File: src/rtl/pc_seq_pkg.sv
// Shared types and constants for the program-counter sequencer: FSM state encoding,
// PC command selects and default sizing.
package pc_seq_pkg;

    typedef enum logic [1:0] {
        ST_IDLE  = 2'd0,
        ST_RUN   = 2'd1,
        ST_HALT  = 2'd2,
        ST_FAULT = 2'd3
    } state_t;

    typedef enum logic [1:0] {
        CMD_HOLD = 2'd0,
        CMD_INC  = 2'd1,
        CMD_LOAD = 2'd2
    } cmd_t;

    localparam int PC_W_DEF        = 8;
    localparam int STACK_DEPTH_DEF = 4;

endpackage

File: src/rtl/pc_ret_stack.sv
// Return-address LIFO for pc_sequencer: push/pop with top, full, empty and occupancy count.
// Occupancy is cleared by async reset or by a synchronous clear; entries are never reset.
module pc_ret_stack #(
    parameter int PC_W  = 8,
    parameter int DEPTH = 4
) (
    input  logic                     clk,
    input  logic                     rst_n,
    input  logic                     clear,
    input  logic                     push,
    input  logic                     pop,
    input  logic [PC_W-1:0]          push_data,
    output logic [PC_W-1:0]          top,
    output logic                     full,
    output logic                     empty,
    output logic [$clog2(DEPTH):0]   count
);

    localparam int AW = $clog2(DEPTH);
    localparam int CW = AW + 1;

    logic [PC_W-1:0] mem [DEPTH];
    logic [CW-1:0]   count_r;
    logic [CW-1:0]   top_pos;
    logic [AW-1:0]   top_idx;

    assign full    = (count_r == CW'(DEPTH));
    assign empty   = (count_r == '0);
    assign count   = count_r;
    assign top_pos = count_r - CW'(1);
    assign top_idx = top_pos[AW-1:0];
    assign top     = empty ? '0 : mem[top_idx];

    always_ff @(posedge clk or negedge rst_n) begin
        if (!rst_n) begin
            count_r <= '0;
        end else if (clear) begin
            count_r <= '0;
        end else if (push && !full) begin
            count_r <= count_r + CW'(1);
        end else if (pop && !empty) begin
            count_r <= count_r - CW'(1);
        end
    end

    // Storage carries data only, so it is written without reset.
    always_ff @(posedge clk) begin
        if (push && !full && !clear) begin
            mem[count_r[AW-1:0]] <= push_data;
        end
    end

endmodule

File: src/rtl/pc_sequencer.sv
// Program-counter control FSM: issues one hold/increment/load command per cycle from
// run/halt control and jump/call/return requests. Macro PC_SEQ_CALL_STACK_EN enables the call stack.
module pc_sequencer
    import pc_seq_pkg::*;
#(
    parameter int PC_W        = PC_W_DEF,
    parameter int STACK_DEPTH = STACK_DEPTH_DEF
) (
    input  logic                           clk,
    input  logic                           rst_n,
    input  logic                           ena,
    input  logic                           start,
    input  logic                           halt_req,
    input  logic                           jmp_valid,
    input  logic                           call,
    input  logic                           ret,
    input  logic [PC_W-1:0]                jmp_addr,
    input  logic [PC_W-1:0]                pc_cur,
    output logic                           pc_inc,
    output logic                           pc_load,
    output logic [PC_W-1:0]                pc_load_val,
    output logic [1:0]                     state_o,
    output logic                           fault,
    output logic [$clog2(STACK_DEPTH):0]   sp_depth
);

    state_t          state;
    state_t          state_n;
    cmd_t            cmd;
    logic [PC_W-1:0] load_val;
    logic            stk_push;
    logic            stk_pop;
    logic            stk_clear;
    logic [PC_W-1:0] stk_top;
    logic            stk_full;
    logic            stk_empty;

`ifdef PC_SEQ_CALL_STACK_EN
    pc_ret_stack #(
        .PC_W  (PC_W),
        .DEPTH (STACK_DEPTH)
    ) u_stack (
        .clk       (clk),
        .rst_n     (rst_n),
        .clear     (stk_clear),
        .push      (stk_push),
        .pop       (stk_pop),
        .push_data (pc_cur + PC_W'(1)),
        .top       (stk_top),
        .full      (stk_full),
        .empty     (stk_empty),
        .count     (sp_depth)
    );

    assign fault = (state == ST_FAULT);
`else
    logic unused_stk;

    assign stk_top    = '0;
    assign stk_full   = 1'b0;
    assign stk_empty  = 1'b1;
    assign sp_depth   = '0;
    assign fault      = 1'b0;
    assign unused_stk = ^{ret, pc_cur, stk_push, stk_pop, stk_clear, stk_top, stk_full, stk_empty};
`endif

    always_ff @(posedge clk or negedge rst_n) begin
        if (!rst_n) begin
            state <= ST_IDLE;
        end else if (ena) begin
            state <= state_n;
        end
    end

    always_comb begin
        state_n   = state;
        cmd       = CMD_HOLD;
        load_val  = '0;
        stk_push  = 1'b0;
        stk_pop   = 1'b0;
        stk_clear = 1'b0;
        if (ena) begin
            case (state)
                ST_IDLE: begin
                    if (start) state_n = ST_RUN;
                end
                ST_RUN: begin
                    // A halt drops any same-cycle jump/call/return.
                    if (halt_req) begin
                        state_n = ST_HALT;
`ifdef PC_SEQ_CALL_STACK_EN
                    end else if (ret) begin
                        if (!stk_empty) begin
                            cmd      = CMD_LOAD;
                            load_val = stk_top;
                            stk_pop  = 1'b1;
                        end else begin
                            state_n = ST_FAULT;
                        end
                    end else if (call) begin
                        if (!stk_full) begin
                            cmd      = CMD_LOAD;
                            load_val = jmp_addr;
                            stk_push = 1'b1;
                        end else begin
                            state_n = ST_FAULT;
                        end
                    end else if (jmp_valid) begin
                        cmd      = CMD_LOAD;
                        load_val = jmp_addr;
`else
                    end else if (call || jmp_valid) begin
                        cmd      = CMD_LOAD;
                        load_val = jmp_addr;
`endif
                    end else begin
                        cmd = CMD_INC;
                    end
                end
                ST_HALT: begin
                    if (start && !halt_req) state_n = ST_RUN;
                end
                ST_FAULT: begin
                    if (start) begin
                        state_n   = ST_IDLE;
                        stk_clear = 1'b1;
                    end
                end
                default: state_n = ST_IDLE;
            endcase
        end
    end

    assign pc_inc      = (cmd == CMD_INC);
    assign pc_load     = (cmd == CMD_LOAD);
    assign pc_load_val = load_val;
    assign state_o     = state;

endmodule

File: config.mk
export PLATFORM = sky130hd
export DESIGN_NAME = pc_sequencer
export DESIGN_NICKNAME = d
export VERILOG_FILES = /design/src/rtl/pc_seq_pkg.sv /design/src/rtl/pc_ret_stack.sv /design/src/rtl/pc_sequencer.sv
export SDC_FILE = /design/constraint.sdc
export NUM_CORES = 1
export LEC_CHECK = 0
export ABC_CLOCK_PERIOD_IN_PS = 3050
export BUFFER_PORTS_ARGS = -buffer_cell sky130_fd_sc_hd__buf_2
export CAP_MARGIN = 20
export CORE_AREA = 4 4 41 43
export CTS_BUF_LIST = sky130_fd_sc_hd__clkbuf_2 sky130_fd_sc_hd__clkbuf_4 sky130_fd_sc_hd__clkbuf_8
export DETAILED_ROUTE_END_ITERATION = 10
export DIE_AREA = 0 0 45 47
export HOLD_SLACK_MARGIN = 0.02
export SETUP_SLACK_MARGIN = 0.5
export SYNTH_ARGS = -nofsm -noshare
export SYNTH_HDL_FRONTEND = slang
export SYNTH_SLANG_ARGS = --single-unit
File: constraint.sdc
create_clock -name clk -period 3.05 [get_ports clk]
set_input_delay 0.61 -clock clk [delete_from_list [all_inputs] [get_ports clk]]
set_output_delay 0.61 -clock clk [all_outputs]
set_load 0.1 [all_outputs]
# [Word-level counts from Yosys, hierarchy flattened]
# Cells that the tools add are included.
[classes] eq_ne=9 mux=13 n_reduce_logical=5
[ops] operator="two-way mux 8 bit" n=4
[ops] operator="two-way mux 2 bit" n=8
[ops] operator="inequality test 2 bit (second input constant)" n=4
[ops] operator="one-hot mux 2 bit (4 select lines)" n=1
[ops] operator="== test 2 bit (second input constant)" n=3
[ops] operator="AND reduction 5 bit" n=1
[ops] operator="== test 2 x 1 -> 1 bit (second input constant)" n=2
[ops] operator="zero test 2 bit" n=1
[ops] operator="logical AND 1 bit" n=1
[ops] operator="zero test 1 bit" n=1
[ops] operator="logical OR 1 bit" n=1
[totals] register_bits=2 output_inout_bits=16

# [Longest topological paths before layout]
# Gate-level depths: netlist of the first run.
[depth] ltp_word=6 mapped_depth=3 ltp_nobuf=3

# [Least setup slack after synthesis of the first run]
# No wires, ideal clock.
[synth_path] kind="flip-flop to output port" from="register state[0] (netlist: state_o[0])" to="output pc_inc" arrival_time_ns=4.313 path_slack_ns=-1.873 stages_incl_launch_ff=3 path_cell_list="dfrtp_1 -> nand2_2 -> nor4b_1"
[synth_via] elab_chain_len=4
[synth_rtl] item="start, declared" line_no="pc_sequencer.sv:27" text="state_t state;"
[synth_rtl] item="start signal, assigned" line_no="pc_sequencer.sv:71" text="state <= state_n;"
[synth_rtl] item="== test 2 x 1 -> 1 bit" line_no="pc_sequencer.sv:83" text="case (state)"
[synth_rtl] item="two-way mux 2 bit" line_no="pc_sequencer.sv:83"
[synth_rtl] item="two-way mux 2 bit" line_no="pc_sequencer.sv:82" text="if (ena) begin"
[synth_rtl] item="== test 2 x 1 -> 1 bit" line_no="pc_sequencer.sv:134" text="assign pc_inc = (cmd == CMD_INC);"
[synth_rtl] item="end, declared" line_no="pc_sequencer.sv:19" text="output logic pc_inc,"
# Every way passes these cells.

# [Final worst setup path of the first run]
[layout_path] from="input ena" to="output pc_load_val[3]"
[layout_via] elab_chain_len=1
[layout_rtl] item="start, declared" line_no="pc_sequencer.sv:11" text="input logic ena,"
[layout_rtl] item="two-way mux 8 bit" line_no="pc_sequencer.sv:82"
[layout_rtl] item="end, declared" line_no="pc_sequencer.sv:21" text="output logic [PC_W-1:0] pc_load_val,"
# Every way passes these cells.

==> impl_metrics.env, run 1 <==
export IMPL_grtUsageTotal_pct=6.08
export IMPL_start_util_pct=16.9
export IMPL_antenna_found_initial=0
export IMPL_wl_um=681
export IMPL_placementRows=13
export IMPL_holdWs_ns=0.161
export IMPL_grt_pass1_wl_um=855
export IMPL_dr_pass1_iters=2
export IMPL_grt_use_met3_pct=2.68
export IMPL_h_tree_depth=1
export IMPL_required_ns=2.44
export IMPL_postCtsSetupBuffers=0
export IMPL_post_drt_wl_per_cell_um=9.59
export IMPL_cts_num_sinks=2
export IMPL_area_growth_pct=90.3
export IMPL_rsz0062_at_grt="no"
export IMPL_clk_path_buf_depth=2
export IMPL_core_area_um2=1300
export IMPL_die_y_um=47
export IMPL_busiest_layer="met2"
export IMPL_synth_top_area_share_pct=22.7
export IMPL_grt_start_max_net_pins=10
export IMPL_synth_area_um2=220
export IMPL_die_area_um2=2120
export IMPL_p_int_uw=143
export IMPL_finalClockSkew_ns=0.00327
export IMPL_seq_area_frac_synth_pct=22.7
export IMPL_end_kind="output port"
export IMPL_synth_area_leader_cell="and2_1"
export IMPL_rr_worst_depth=3
export IMPL_leakage_uw=0.000224
export IMPL_portBuffers=26
export IMPL_maxCapViolations=0
export IMPL_path_class="in2out"
export IMPL_arrival_ns=1.76
export IMPL_p_sw_share_pct=64.9
export IMPL_pwr_share_clk_pct=14.6
export IMPL_fmax_mhz=423
export IMPL_cts_tree="done"
export IMPL_root_buffer="clkbuf_4"
export IMPL_antennaDiodeCount=0
export IMPL_synth_area_leaders="and2_1, dfrtp_1, buf_4, nor4_4, nand2_1"
export IMPL_cellPowerDensity_nw_per_um2=972
export IMPL_path_max_fanout=9
export IMPL_syn_inst=28
export IMPL_power_switching_uw=264
export IMPL_synth_seq_cells=2
export IMPL_fin_crit_sh_pct=77.6
export IMPL_pre_cts_slack_ns=0.555
export IMPL_p_comb_share_pct=67.0
export IMPL_seqPwrFrac_pct=18.4
export IMPL_fin_crit_ns=2.37
export IMPL_drive_gt1_share_pct=76.8
export IMPL_die_w_um=45
export IMPL_worst_skew_pair_late_latency_ns=0.23
export IMPL_largest_register_ffs=2
export IMPL_numCtsBuffers=3
export IMPL_yosysUniqueCellTypes=14
export IMPL_vias_per_cell=3.85
export IMPL_overflow=0
export IMPL_num_vias=273
export IMPL_placed_cell_area_um2=377
export IMPL_final_area_um2=419
export IMPL_start_kind="primary input"
export IMPL_slew_violations=0
export IMPL_vdd_drop_max_mv=0.691
export IMPL_place_gp_congestion=0.664
export IMPL_pin_count=40
export IMPL_fin_ws_ns=0.684
export IMPL_ant_nets=0
export IMPL_setup_viol=0
export IMPL_nets=82
export IMPL_drt_iter0_drc=2
export IMPL_ys_warn_count=0
export IMPL_grt_pass1_vias=232
export IMPL_path_clk_slew_ns=0.03
export IMPL_finalHoldViolations=0
export IMPL_cts_resized=0
export IMPL_hold_path_class="in2async"
export IMPL_avgSynthCellArea_um2=7.86
export IMPL_drc=0
export IMPL_status="complete, no violations"
export IMPL_use_met2_pct=10.7
export IMPL_met1_usage_pct=4.55
export IMPL_cts_hold_buf=0
## cell type report
type,count,area (um2)
fill,146,882
multi-input combinational,25,173
timing repair buffer,26,150
sequential,2,55.1
clock buffer,3,22.5
tap,15,18.8
## routing by layer
metal	share of wire, %	vias to the layer above
met5	0	-
li1	-	141
met3	19	0
met2	48	21
met4	0	0
met1	33	111
## metrics by stage
stage          instances  power [uW]  utilization (%)  setup TNS (ns)
6_report              71         407             32.2               0
5_1_grt               71         431             32.2               0
4_1_cts               71         410             30.7               0
3_5_place_dp          68         346             28.9               0
3_3_place_gp          68         344             28.9               0
2_1_floorplan         31         307                -           -1.56
## worst max-delay path, cell delays in order
cell      delay [ns]
buf_2           0.12
nand2_4         0.07
nor4_4          0.42
and2_2          0.22
clkbuf_4        0.32
## Yosys cell counts
cell and n:
and2_1 8, buf_4 4, nand2_1 3, dfrtp_1 2
nor2_1 2, a21o_2 1, a21oi_1 1, conb_1 1
nand2_2 1, nand2b_1 1, nor3_1 1, nor4_4 1
nor4b_1 1, o22ai_1 1
## power groups by stage
stage          Sequential, uW  Clock (uW)  Combinational, uW
4_1_cts                  75.4        63.8                271
3_3_place_gp             74.5           0                269
3_5_place_dp             75.6           0                270
2_1_floorplan             172           0                136
6_report                 75.0        59.3                273
5_1_grt                  79.2        70.4                281
## kinds of logic after synthesis
kind of cell,after synthesis,synth area share (%)
and+or+nand+nor,18,52.8
buffers and inverters,4,13.6
other,1,1.70
DFF,2,22.7
AOI/OAI and AO/OA,3,9.09
## worst paths after layout
check,from,endpoint,slack (ns)
hold / removal,rst_n,state_o[1]$_DFFE_PN0P_,0.16
max in group asynchronous,rst_n,state_o[0]$_DFFE_PN0P_,2.78
setup reg to reg,state_o[0]$_DFFE_PN0P_,state_o[1]$_DFFE_PN0P_,2.04
setup / recovery,ena,pc_load_val[3],0.68
hold reg to reg,state_o[1]$_DFFE_PN0P_,state_o[1]$_DFFE_PN0P_,0.61
min in group clk,state_o[1]$_DFFE_PN0P_,state_o[1]$_DFFE_PN0P_,0.61
## cell usage in the layout, fill, tap and decap left out
master and instances:
buf_2 18, clkbuf_4 11, and2_2 8, conb_1 4, nand2_1 3, nor2_1 2, nand2_4 1, nor4_4 1
nor4b_2 1, a21oi_1 1, nand2b_1 1, o22ai_1 1, nor3_1 1, a21o_2 1, dfrtp_4 1, dfrtp_2 1
Power figures use the tool's default switching activity.
==> inputs of run 2 (changes only) <==
--- a/config.mk
+++ b/config.mk
@@ -5,7 +5,7 @@
 export SDC_FILE = /design/constraint.sdc
 export NUM_CORES = 1
 export LEC_CHECK = 0
-export ABC_CLOCK_PERIOD_IN_PS = 3050
+export ABC_CLOCK_PERIOD_IN_PS = 2000
 export BUFFER_PORTS_ARGS = -buffer_cell sky130_fd_sc_hd__buf_2
 export CAP_MARGIN = 20
 export CORE_AREA = 4 4 41 43
==> constraint.sdc (replaced) <==
create_clock -name clk -period 2 [get_ports clk]
set_input_delay 0.4 -clock clk [delete_from_list [all_inputs] [get_ports clk]]
set_output_delay 0.4 -clock clk [all_outputs]
set_load 0.1 [all_outputs]
==> run 2 against run 1 <==
Via count increased by 13%; clock power increased by 48%; register-to-register slack got worse by 1.1 ns; utilization increased by 15 points.
==> impl_metrics.env, run 2 (same netlist as run 1, synthesis figures left out) <==
export IMPL_core_area_um2=1300
export IMPL_pin_count=40
export IMPL_arrival_ns=1.40
export IMPL_setup_tns_ns=0
export IMPL_die_w_um=45
export IMPL_fin_crit_sh_pct=89.8
export IMPL_grt_start_max_net_pins=7
export IMPL_num_vias=309
export IMPL_hold_path_class="in2async"
export IMPL_final_area_um2=619
export IMPL_place_gp_congestion=0.635
export IMPL_die_y_um=47
export IMPL_placementRows=13
export IMPL_start_kind="flop"
export IMPL_drc=0
export IMPL_path_max_fanout=5
export IMPL_root_buffer="clkbuf_4"
export IMPL_placed_cell_area_um2=534
export IMPL_final_common_cell="buf_2"
export IMPL_h_tree_depth=1
export IMPL_nets=88
export IMPL_mostFrequentLayoutCells="buf_2, buf_12, and2_4, buf_4, conb_1"
export IMPL_grt_pass1_vias=294
export IMPL_vdd_drop_max_mv=0.788
export IMPL_numCtsBuffers=3
export IMPL_leakage_uw=0.000295
export IMPL_cts_tree="done"
export IMPL_finalClockSkew_ns=0.00413
export IMPL_die_area_um2=2120
export IMPL_setup_viol=0
export IMPL_worstReg2RegEnd="state_o[0]$_DFFE_PN0P_"
export IMPL_vias_per_cell=4.01
export IMPL_required_ns=1.60
export IMPL_finalHoldViolations=0
export IMPL_fin_crit_ns=1.80
export IMPL_rsz0062_at_grt="yes"
export IMPL_grt_pass1_wl_um=1230
export IMPL_grtUsageTotal_pct=8.12
export IMPL_clk_path_buf_depth=2
export IMPL_cellPowerDensity_nw_per_um2=1190
export IMPL_drt_iter0_drc=1
export IMPL_r2r_slack_ns=0.90
export IMPL_cts_num_sinks=2
export IMPL_rr_worst_depth=4
export IMPL_overflow=0
export IMPL_path_clk_slew_ns=0.03
export IMPL_path_class="reg2out"
export IMPL_wl_um=768
export IMPL_antenna_found_initial=0
export IMPL_dr_pass1_iters=3
export IMPL_slew_violations=0
export IMPL_largest_register_ffs=2
export IMPL_drive_gt1_share_pct=77.4
export IMPL_ant_nets=0
export IMPL_maxCapViolations=0
export IMPL_end_kind="output port"
export IMPL_worst_skew_pair_late_latency_ns=0.22
export IMPL_portBuffers=26
export IMPL_area_growth_pct=181
export IMPL_antennaDiodeCount=0
export IMPL_start_util_pct=16.9
export IMPL_reg2reg_from="state_o[1]$_DFFE_PN0P_"
export IMPL_fmax_mhz=557
export IMPL_post_drt_wl_per_cell_um=9.97
export IMPL_status="complete, no violations"
[run 2: stage by stage]
stage                     hold WS [ns]  total power, uW  instances  setup WS [ns]  util (%)
after floorplan                  0.104              468         31          -1.02         -
after global placement           0.185              575         69          0.229      41.1
after detailed placement         0.185              580         69          0.219      41.1
after CTS                        0.481              735         77          0.174      47.3
after global routing             0.484              781         77          0.106      47.6
final                            0.492              737         77          0.203      47.6
[run 2: worst max path at each step]
| stage | start | endpoint | slack [ns] | depth (start not counted) |
|---|---|---|---|---|
| 3_5_place_dp | ena | pc_load_val[0] | 0.22 | 6 |
| 2_1_floorplan | state_o[0]$_DFFE_PN0P_ | pc_load_val[0] | -1.02 | 3 |
| 4_1_cts | state_o[1]$_DFFE_PN0P_ | pc_load_val[0] | 0.17 | 4 |
| 5_1_grt | state_o[1]$_DFFE_PN0P_ | pc_load_val[2] | 0.11 | 4 |
| 3_3_place_gp | ena | pc_load_val[3] | 0.23 | 6 |
| 6_report | state_o[1]$_DFFE_PN0P_ | pc_load_val[4] | 0.20 | 4 |
[run 2: metal layers]
layer / global-route usage, % / routed length (um) / vias to the layer above / part of all wire [%]
met3: 1.92 / 118 / 0 / 15
met5: 0 / 0 / - / 0
met1: 7.01 / 239 / 136 / 31
met2: 15.5 / 410 / 21 / 53
met4: 7.02 / 0 / 0 / 0
li1: - / - / 152 / -
[run 2: worst max-delay path, cell delays in order, from the launching register on]
cell,delay (ns)
dfrtp_2,0.41
nor4_4,0.27
buf_4,0.18
and2_4,0.15
buf_12,0.16
[run 2: what timing repair did]
item                                    in CTS  in global routing
cloned                                       1                  0
hold endpoints to repair                     2                  0
endpoints found under the setup margin      12                 11
pin swaps                                    1                  0
resized for setup                           13                  1
hold buffers                                 1                  0
setup buffers                                3                  0
[run 2: layout make-up]
cell class	count	area (um2)
Sequential cell	2	55.1
Timing Repair Buffer	32	340
Tap cell	15	18.8
Fill cell	125	682
Clock buffer	3	22.5
Multi-Input combinational cell	25	183
[run 2: report_power, final]
| part | internal [uW] | leakage (uW) | switching [uW] | total [uW] |
|---|---|---|---|---|
| registers | 70.8 | 0.0000217 | 22.3 | 93.1 |
| clock network | 66.1 | 0.0000138 | 21.9 | 88.0 |
| logic | 177 | 0.000260 | 379 | 556 |
==> inputs of run 3 (changes only) <==
--- a/config.mk
+++ b/config.mk
@@ -5,11 +5,11 @@
 export SDC_FILE = /design/constraint.sdc
 export NUM_CORES = 1
 export LEC_CHECK = 0
+export ABC_AREA = 1
 export ABC_CLOCK_PERIOD_IN_PS = 2000
 export BUFFER_PORTS_ARGS = -buffer_cell sky130_fd_sc_hd__buf_2
 export CAP_MARGIN = 20
 export CORE_AREA = 4 4 41 43
-export CTS_BUF_LIST = sky130_fd_sc_hd__clkbuf_2 sky130_fd_sc_hd__clkbuf_4 sky130_fd_sc_hd__clkbuf_8
 export DETAILED_ROUTE_END_ITERATION = 10
 export DIE_AREA = 0 0 45 47
 export HOLD_SLACK_MARGIN = 0.02
==> run 3 against run 2 <==
Non-clock buffer count rose by 2; first-iteration DRC count rose to 8.0 times the previous value; largest cell class unchanged; largest power group unchanged; combinational power rose by 5.2%; clock power rose by 2%; count of clock-buffer cells in the layout did not move.
==> impl_metrics.env, run 3 <==
export IMPL_status="complete, no violations"
export IMPL_cts_tree="done"
export IMPL_synth_seq_cells=2
export IMPL_path_class="reg2out"
export IMPL_post_route_util_pct=58.6
export IMPL_synth_area_leader_cell="dfrtp_1"
export IMPL_cellPowerDensity_nw_per_um2=1010
export IMPL_final_common_cell="buf_2"
export IMPL_num_vias=395
export IMPL_ys_flop_type="dfrtp_1"
export IMPL_root_buffer="clkbuf_4"
export IMPL_vias_per_cell=3.99
export IMPL_die_area_um2=2120
export IMPL_pre_cts_slack_ns=0.190
export IMPL_hpwl_um=765
export IMPL_route_met3_wl_um=47
export IMPL_end_kind="output port"
export IMPL_wl_met1_um=340
export IMPL_placed_cell_area_um2=667
export IMPL_seq_area_frac_synth_pct=18.3
export IMPL_antennaDiodeCount=0
export IMPL_crit_chain="inv_4, nand3_4, clkinv_4, nand3_4, buf_12, nor2_4, buf_12"
export IMPL_holdWs_ns=0.465
export IMPL_fin_crit_sh_pct=91.9
export IMPL_drive_gt1_share_pct=63.1
export IMPL_highest_layer="met4"
export IMPL_synth_top_cells_by_count="inv_1, nor2_1, nand2_1, buf_4"
export IMPL_dr_wl_met2_um=613
export IMPL_die_y_um=47
export IMPL_syn_inst=48
export IMPL_synth_area_leaders="dfrtp_1, inv_1, nor2_1, nand2_1, buf_4"
export IMPL_yosysUniqueCellTypes=14
export IMPL_die_w_um=45
export IMPL_required_ns=1.60
export IMPL_h_tree_depth=1
export IMPL_pin_count=40
export IMPL_fin_ws_ns=0.162
export IMPL_drc=0
export IMPL_placementRows=13
export IMPL_nets=110
export IMPL_drt_iter0_drc=8
export IMPL_ys_warn_count=0
export IMPL_finalClockSkew_ns=0.00384
export IMPL_synth_area_um2=274
export IMPL_fin_crit_ns=1.84
export IMPL_synth_edf_count=0
export IMPL_avgSynthCellArea_um2=5.71
export IMPL_dr_pass1_iters=4
export IMPL_path_max_fanout=5
export IMPL_crit_slowest_cell="dfrtp_4"
export IMPL_clk_path_buf_depth=2
export IMPL_start_util_pct=21.1
export IMPL_max_stage_delay_ns=0.48
export IMPL_grt_pass1_vias=395
export IMPL_hold_path_class="in2reg"
export IMPL_leakage_uw=0.000380
export IMPL_core_area_um2=1300
export IMPL_largest_register_ffs=2
export IMPL_grt_pass1_wl_um=1600
export IMPL_async_flop_share_pct=100
export IMPL_fmax_mhz=544
export IMPL_start_kind="flop"
export IMPL_arrival_ns=1.44
export IMPL_vdd_drop_max_mv=0.575
export IMPL_cts_num_sinks=2
export IMPL_wl_um=1010
export IMPL_setup_viol=0
export IMPL_area_growth_pct=178
export IMPL_mostFrequentLayoutCells="buf_2, buf_12, inv_1, nor2_4, nand2_1"
export IMPL_fillers=122
export IMPL_rsz0062_at_grt="yes"
export IMPL_slew_violations=0
export IMPL_setup_tns_ns=0
export IMPL_portBuffers=26
export IMPL_synth_most_common_cell="inv_1"
export IMPL_place_gp_congestion=0.754
export IMPL_grt_start_max_net_pins=7
export IMPL_final_area_um2=762
export IMPL_grtUsageTotal_pct=10.3
export IMPL_finalHoldViolations=0
export IMPL_post_drt_wl_per_cell_um=10.2
export IMPL_numCtsBuffers=3
export IMPL_path_clk_slew_ns=0.03
export IMPL_antenna_found_initial=0
export IMPL_synth_top_area_share_pct=18.3
export IMPL_ant_nets=0
export IMPL_maxCapViolations=0
export IMPL_worst_skew_pair_late_latency_ns=0.23
export IMPL_overflow=0
## run 3: cell families after synthesis
kind of cell	Yosys count	share of synthesized area (%)
simple gates	24	42.5
buf+inv	18	30.6
compound gates	3	7.30
flops	2	18.3
other cells	1	1.37
## run 3: path summary, 6_finish.rpt
kind | slack [ns] | endpoint | cells after the start | start
min in group asynchronous | 0.50 | state_o[1]$_DFFE_PN0P_ | 2 | rst_n
max in group asynchronous | 1.38 | state_o[0]$_DFFE_PN0P_ | 2 | rst_n
max reg2reg | 0.76 | state_o[0]$_DFFE_PN0P_ | 8 | state_o[1]$_DFFE_PN0P_
min | 0.46 | state_o[1]$_DFFE_PN0P_ | 3 | halt_req
min reg2reg | 0.65 | state_o[1]$_DFFE_PN0P_ | 2 | state_o[0]$_DFFE_PN0P_
max | 0.16 | pc_load_val[1] | 7 | state_o[1]$_DFFE_PN0P_
## run 3: worst max-delay path, delay by kind of cell, from the launching register on
kind	cells	cell delay, ns
buffers and inverters	4	0.47
flip-flops	1	0.48
AND/OR/NAND/NOR	3	0.26
## run 3: stage by stage
| stage | power, uW | std cells |
|---|---|---|
| after detailed placement | 609 | 89 |
| final | 773 | 99 |
| after global placement | 604 | 89 |
| after global routing | 813 | 99 |
| after CTS | 760 | 98 |
| after floorplan | 492 | 51 |
## run 3: what timing repair did
| action | CTS | global route |
|---|---|---|
| setup endpoints to repair | 11 | 11 |
| gates resized for setup | 1 | 2 |
| buffers inserted | 5 | 1 |
| pin swaps | 1 | 0 |
| hold buffers | 1 | 0 |
| endpoints found under the hold margin | 2 | 0 |
## run 3: layout make-up
cell class | instances | area [um2] | area share, %
tap | 15 | 18.8 | 2.46
multi-input combinational | 31 | 226 | 29.7
inverter | 14 | 63.8 | 8.37
clock buffer | 3 | 22.5 | 2.96
sequential | 2 | 57.6 | 7.55
timing repair buffer | 34 | 373 | 48.9
## run 3: routing by layer
metal	global-route usage, %	vias to the layer above
met5	0	-
met4	5.26	0
met3	1.53	2
met2	18.6	13
met1	11.8	176
li1	-	204
## run 3: where the power goes
| group | internal [uW] | switching [uW] |
|---|---|---|
| logic | 190 | 395 |
| registers | 70.5 | 28.0 |
| clock network | 66.2 | 23.7 |
